<file path="src/rtl/tick_timer_arbiter.sv">
// Purpose: shares one prescaled 1 Hz down-counter among 4 requesters, round-robin.
// Latency: grant rises one edge after an IDLE sample of req, lasts dur*TICK_DIV cycles, done on the falling edge.
// Backpressure: requesters hold req until done; dropping req[owner] aborts, non-owners wait for IDLE.
module tick_timer_arbiter #(
    parameter int TICK_DIV = 50_000_000,
    parameter int DUR_W    = 8
) (
    input  logic                 clk_50mhz,
    input  logic                 rst_50mhz,
    input  logic [3:0]           req,
    input  logic [4*DUR_W-1:0]   dur,
    output logic [3:0]           grant,
    output logic [3:0]           done,
    output logic                 tick_1hz,
    output logic                 busy,
    output logic [DUR_W-1:0]     remaining
);

    localparam int            PW   = (TICK_DIV > 1) ? $clog2(TICK_DIV) : 1;
    localparam logic [PW-1:0] PMAX = PW'(TICK_DIV - 1);

    localparam logic [1:0] S_IDLE = 2'd0;
    localparam logic [1:0] S_RUN  = 2'd1;
    localparam logic [1:0] S_DONE = 2'd2;

    logic [1:0]       state;
    logic [PW-1:0]    prescaler;
    logic [1:0]       last_owner;
    logic [1:0]       winner;
    logic [1:0]       cand;
    logic [DUR_W-1:0] win_dur;

    // Round-robin pick: scan from farthest (last_owner itself) to nearest so the
    // nearest requester after last_owner is the final, winning assignment.
    always_comb begin
        winner = last_owner;
        cand   = last_owner;
        for (int k = 4; k >= 1; k--) begin
            cand = last_owner + 2'(k);
            if (req[cand]) begin
                winner = cand;
            end
        end
        win_dur = dur[winner*DUR_W +: DUR_W];
    end

    // Timer FSM: arbitrate in IDLE, count prescaled ticks in RUN, one dead cycle in DONE.
    always_ff @(posedge clk_50mhz or negedge rst_50mhz) begin
        if (!rst_50mhz) begin
            state      <= S_IDLE;
            prescaler  <= '0;
            last_owner <= 2'd3;
            grant      <= '0;
            done       <= '0;
            tick_1hz   <= 1'b0;
            busy       <= 1'b0;
            remaining  <= '0;
        end else begin
            done     <= '0;
            tick_1hz <= 1'b0;
            case (state)
                S_IDLE: begin
                    if (|req) begin
                        remaining  <= win_dur;
                        prescaler  <= '0;
                        last_owner <= winner;
                        busy       <= 1'b1;
                        if (win_dur != '0) begin
                            grant <= 4'b0001 << winner;
                            state <= S_RUN;
                        end else begin
                            // Zero-length request completes without ever owning the timer.
                            done  <= 4'b0001 << winner;
                            state <= S_DONE;
                        end
                    end
                end
                S_RUN: begin
                    if (!req[last_owner]) begin
                        // Owner withdrew: abort wins over a coincident wrap, no done, no tick.
                        grant     <= '0;
                        remaining <= '0;
                        prescaler <= '0;
                        busy      <= 1'b0;
                        state     <= S_IDLE;
                    end else if (prescaler == PMAX) begin
                        prescaler <= '0;
                        tick_1hz  <= 1'b1;
                        remaining <= remaining - DUR_W'(1);
                        if (remaining == DUR_W'(1)) begin
                            grant <= '0;
                            done  <= 4'b0001 << last_owner;
                            state <= S_DONE;
                        end
                    end else begin
                        prescaler <= prescaler + PW'(1);
                    end
                end
                S_DONE: begin
                    remaining <= '0;
                    busy      <= 1'b0;
                    state     <= S_IDLE;
                end
                default: begin
                    grant     <= '0;
                    remaining <= '0;
                    busy      <= 1'b0;
                    state     <= S_IDLE;
                end
            endcase
        end
    end

endmodule

</file>
<file path="config.mk">
export PLATFORM = sky130hd
export DESIGN_NAME = tick_timer_arbiter
export DESIGN_NICKNAME = d
export VERILOG_FILES = /design/src/rtl/tick_timer_arbiter.sv
export SDC_FILE = /design/constraint.sdc
export NUM_CORES = 1
export LEC_CHECK = 0
export BUFFER_PORTS_ARGS = -buffer_cell sky130_fd_sc_hd__buf_2
export CORE_ASPECT_RATIO = 1.2
export CORE_MARGIN = 4
export CORE_UTILIZATION = 30
export DETAILED_ROUTE_END_ITERATION = 16
export PLACE_DENSITY_LB_ADDON = 0.05
export RECOVER_POWER = 100
export SLEW_MARGIN = 5
export SYNTH_ARGS = -nofsm -noshare
export SYNTH_HDL_FRONTEND = slang
export SYNTH_SLANG_ARGS = --single-unit
export TNS_END_PERCENT = 1
</file>
<file path="constraint.sdc">
create_clock -name clk_50mhz -period 2.85 [get_ports clk_50mhz]
set_input_delay 0.4275 -clock clk_50mhz [delete_from_list [all_inputs] [get_ports clk_50mhz]]
set_output_delay 0.4275 -clock clk_50mhz [all_outputs]
set_load 0.02 [all_outputs]
</file>
======== Word-level counts from Yosys, hierarchy flattened ========
Cells that the tools add are included.
word-level totals
  memories kept ........................... 0
  bits in latches ......................... 0
  bits of input ports ..................... 38
  logic and storage cells ................. 83
  output and inout bits ................... 18
  memory bits (writable) .................. 0
  bits in registers ....................... 48
  memory bits (read-only) ................. 0
operators by class
  bitwise operators ....................... 1
  reduce and logical (&&, ||, !) cells .... 10
  div/mod/pow operators ................... 0
  shifts and indexed selects .............. 3
  mux-type cells .......................... 43
  equality and inequality tests ........... 9
  add/sub/neg operators ................... 5
  multipliers ............................. 0
  $lt $le $gt $ge ......................... 4
operators by type and width
  cell                     count
  $mux W26                 3
  $pmux W26 S2             1
  $mux W4                  10
  $shiftx A32 B6 Y8        1
  $add A26 B1 Y26 const B  1
  $eq A26 B26 Y1 const B   1
  $mux W8                  3
  $mux W2                  8
  $pmux W8 S2              1
  $lt A2 B3 Y1 const B     4
  $pmux W4 S3              1
  $mux W1                  9
  $bmux W1 S2              4
  $eq A8 B1 Y1 const B     1
  $pmux W4 S2              1
  $reduce_and A2 Y1        4
  $reduce_bool A8 Y1       1
  $shl A1 B2 Y4 const A    2
  $sub A8 B1 Y8 const B    1
  $ne A2 B2 Y1 const B     3
  $ne A3 B3 Y1 const B     2
  $reduce_and A5 Y1        1
  $add A2 B2 Y2 const B    2
  $pmux W2 S2              1
  9 further kinds          9

======== Depth between registers and ports, before layout ========
  depth after elaboration ................. 11
  depth in mapped cells ................... 13
  gate-level depth less buffers ........... 9

======== Least setup slack after synthesis ========
No wires, ideal clock.
  path kind ............................... reg-to-reg
  from .................................... register last_owner[1]
  to ...................................... register grant[2]
  stages on the path, launching flop included .. 14
  data required time ...................... 2.724 ns
  buffers on the path ..................... 5
  setup slack ............................. -0.087 ns
  setup time .............................. 0.126 ns
  period minus slack after synthesis ...... 2.937 ns
  arrival time ............................ 2.811 ns
  cell sequence ........................... dfstp_2 buf_6 inv_2 ha_1 a211o_1 clkbuf_2 o22a_1 buf_6 buf_8 o221ai_2 a22oi_2 and3_1 buf_6 a221o_1
on the way
  cells in the longest elaborated chain, start to end .. 10
  elaborated cells between the ends (all ways) .. 25
  classes of those cells .................. add/sub: 3; eq/ne: 3; shift: 2; mux: 15; reduce/logical: 2
RTL lines
  element                                                            line    source
  from (decl)                                                        28      logic [1:0] last_owner;
  from (signal assigned)                                             66      last_owner <= winner;
  $add A2 B2 Y2                                                      39      cand = last_owner + 2'(k);
  $bmux W1 S2                                                        40      if (req[cand]) begin
  $mux W1 (implied by the code)                                      40
  $mux W2 (3 in a row)                                               40
  $shiftx A32 B6 Y8 or $shl A1 B2 Y4 (tied branches)                 44, 69
  $reduce_bool A8 Y1 or $mux W4 (tied branches)                      68      if (win_dur != '0) begin
  $ne A2 B2 Y1 (no source line) or $mux W4 (tied branches)           -
  $reduce_and A5 Y1 (no source line) or $pmux W4 S3 (tied branches)  -
  to (signal assigned)                                               69      grant <= 4'b0001 << winner;
  to (decl)                                                          12      output logic [3:0] grant,
Several ways; a longest one is shown, not always the timed one. The select of a mux whose other input is x is not followed.
A chain may end at the register's enable or synchronous reset.

======== Worst setup path in the final report ========
  from .................................... register last_owner[1]
  to ...................................... register grant[3]
Same word-level chain as after synthesis.

==> results.sh <==
export IMPL_vias=2971
export IMPL_clkLatencyLatePin_ns=0.29
export IMPL_stdcell_area_um2=3990
export IMPL_yosysMostFrequentCell="dfrtp_1"
export IMPL_nNetsFinal=470
export IMPL_status="complete, no violations"
export IMPL_clockBufferDepth=2
export IMPL_powerDensity_nw_per_um2=1050
export IMPL_r2r_cells=11
export IMPL_grt_pass1_vias=3063
export IMPL_ys_ff_latch=48
export IMPL_ant_nets=0
export IMPL_viasPerCell=5.35
export IMPL_synth_area_leaders="dfrtp_1, xor2_1, nor2_1, nand2_1, o221ai_1"
export IMPL_antenna_found_initial=0
export IMPL_synth_edf_count=0
export IMPL_rows=41
export IMPL_gp_congestion=0.809
export IMPL_r2r_start="last_owner[1]"
export IMPL_synth_area_um2=3240
export IMPL_grt_overflow_total=0
export IMPL_port_buffers=55
export IMPL_max_freq_ghz=0.371
export IMPL_setup_viol=0
export IMPL_grt_usage=0.159
export IMPL_cap_violations=0
export IMPL_placed_area_um2=3740
export IMPL_yosysTopAreaCell="dfrtp_1"
export IMPL_tightestPinTransition_ns=1.24
export IMPL_hold_viol_final=0
export IMPL_cts_tree="yes"
export IMPL_start_util=0.308
export IMPL_diodes=0
export IMPL_top_level_ports=56
export IMPL_synthDistinctLibCells=63
export IMPL_yosysWarnings=0
export IMPL_netlist_instances=361
export IMPL_grt_max_degree=49
export IMPL_area_growth_pct=23.0
export IMPL_synthArstFlopShare=1.00
export IMPL_ir_drop_v=0.000733
export IMPL_required_ns=3.03
export IMPL_drive_above_1_share=0.228
export IMPL_min_path_type="input port to async pin"
export IMPL_hold_buffers=0
export IMPL_drv_slew=0
export IMPL_cts_reportedPaths_clkPinSlew_ns=0.07
export IMPL_wl_per_cell_um=17.0
export IMPL_cts_buffers=5
export IMPL_firstDrtPassIters=4
export IMPL_critPathMaxStageDelay_ns=0.60
export IMPL_maxSlewHeadroom=0.171
export IMPL_seq_area_frac_synth=0.371
export IMPL_finish_utilization=0.379
export IMPL_crit_path_max_fanout=11
export IMPL_cts_max_level=2
export IMPL_dieArea_um2=12500
export IMPL_rrSetupSlack_ns=0.15
export IMPL_synth_top_area_share=0.355
export IMPL_cp_start_kind="flip-flop"
export IMPL_r2r_end="grant[3]"
export IMPL_cts_sink_count=48
export IMPL_fin_crit_ns=2.70
export IMPL_cp_cell_sequence="inv_2, ha_4, inv_1, o32ai_4, o22a_1, buf_6, o2111ai_2, a22oi_2, buf_4, a31oi_1, a221o_1"
export IMPL_finClkSkew_ns=0.00736
export IMPL_p_leak_nw=1.71
export IMPL_finalCritPeriodShare=0.947
export IMPL_die_h_um=122
export IMPL_worstSetupPathType="flip-flop to flip-flop"
export IMPL_drt_iter0_drc=87
export IMPL_die_width_um=103
export IMPL_remaining_drc_errors=0
export IMPL_grt_pass1_wl_mm=15.7
export IMPL_worstPathArrival_ns=2.88
export IMPL_synth_main_ff_cell="dfrtp_1"
export IMPL_core_um2=10500
export IMPL_fin_tns_setup_ns=0
export IMPL_synth_common_cells="dfrtp_1, nor2_1, nand2_1"
export IMPL_syn_nets=406
export IMPL_avgSynthCellArea_um2=8.98
export IMPL_dp_hpwl_mm=7.33
export IMPL_cp_end_kind="flip-flop"
export IMPL_wirelength_mm=9.41
export IMPL_crit_slowest_cell="dfstp_2"
export IMPL_cts_root_buffer="clkbuf_16"
==> cell families after synthesis <==
| family | after synthesis | synth area share |
|---|---|---|
| compound gates | 93 | 0.226 |
| fa+ha+maj | 7 | 0.0270 |
| mux | 11 | 0.0359 |
| simple gates | 140 | 0.219 |
| buf+inv | 41 | 0.0641 |
| flops | 48 | 0.371 |
| xor+xnor | 21 | 0.0567 |
==> where the power goes <==
part	internal (mW)	switching, mW
registers	0.816	0.139
logic	0.989	1.46
clock network	0.504	0.267
total	2.31	1.87
==> worst max-delay path by stage <==
stage	slack, ns	start	to	cells after the start
6_report	0.15	last_owner[1]	grant[3]	11
5_1_grt	-0.03	last_owner[1]	grant[2]	11
4_1_cts	0.03	last_owner[1]	grant[3]	10
3_5_place_dp	-0.01	last_owner[1]	done[1]	9
3_3_place_gp	0.02	last_owner[1]	done[1]	9
2_1_floorplan	0.01	last_owner[1]	grant[2]	13
==> layout by cell type (no fill, tap or decap), drive strengths merged, types with 3 or more instances in the layout <==
cell type	n
nor2b	10
a22o	8
and4	3
a31oi	3
nor3	7
mux2i	9
and3	6
o221ai	12
xor2	16
a21oi	11
o31ai	3
nor4	9
dfrtp	46
nor2	37
inv	18
o2111ai	4
o21ai	16
or3	4
ha	7
a32o	6
nand3	12
xnor2	5
nand2	31
nand4	8
o32ai	4
clkbuf	28
buf	58
a211oi	7
nand2b	3
==> routing by layer <==
layer  GRT usage  share of wire
met5           0              0
met4      0.0486          0.017
met3      0.0246          0.031
met2       0.283           0.53
met1       0.194           0.43
==> sequential cells by signal, indices dropped and copies added (netlist names) <==
register    count
grant           4
prescaler      26
state           2
done            4
tick_1hz        1
remaining       8
busy            1
last_owner      2
==> cell type report <==
class / count / area, um^2
Clock buffer: 6 / 129
Clock inverter: 2 / 60.1
Fill cell: 1057 / 6530
Inverter: 18 / 67.6
Multi-Input combinational cell: 272 / 1930
Sequential cell: 48 / 1200
Tap cell: 129 / 161
Timing Repair Buffer: 80 / 437
==> critical path: cells and delay by family (launching register included) <==
kind / cells / cell delay (ns)
compound gates: 6 / 1.16
buf+inv: 4 / 0.53
fa+ha+maj: 1 / 0.30
flops: 1 / 0.60
==> stage by stage <==
stage	power, mW	cells	hold slack [ns]	setup slack [ns]
final	4.17	555	0.475	0.151
after floorplan	2.63	361	0.132	0.0106
after global placement	3.35	547	0.497	0.0240
after global routing	4.53	555	0.516	-0.0316
after detailed placement	3.34	547	0.501	-0.0147
after CTS	4.13	555	0.265	0.0308
==> what timing repair did <==
action	CTS	global route
cloned	0	0
buffers inserted	0	0
pin swaps	0	1
gates resized for setup	1	19
endpoints found under the setup margin	7	10
Power figures use the tool's default switching activity.
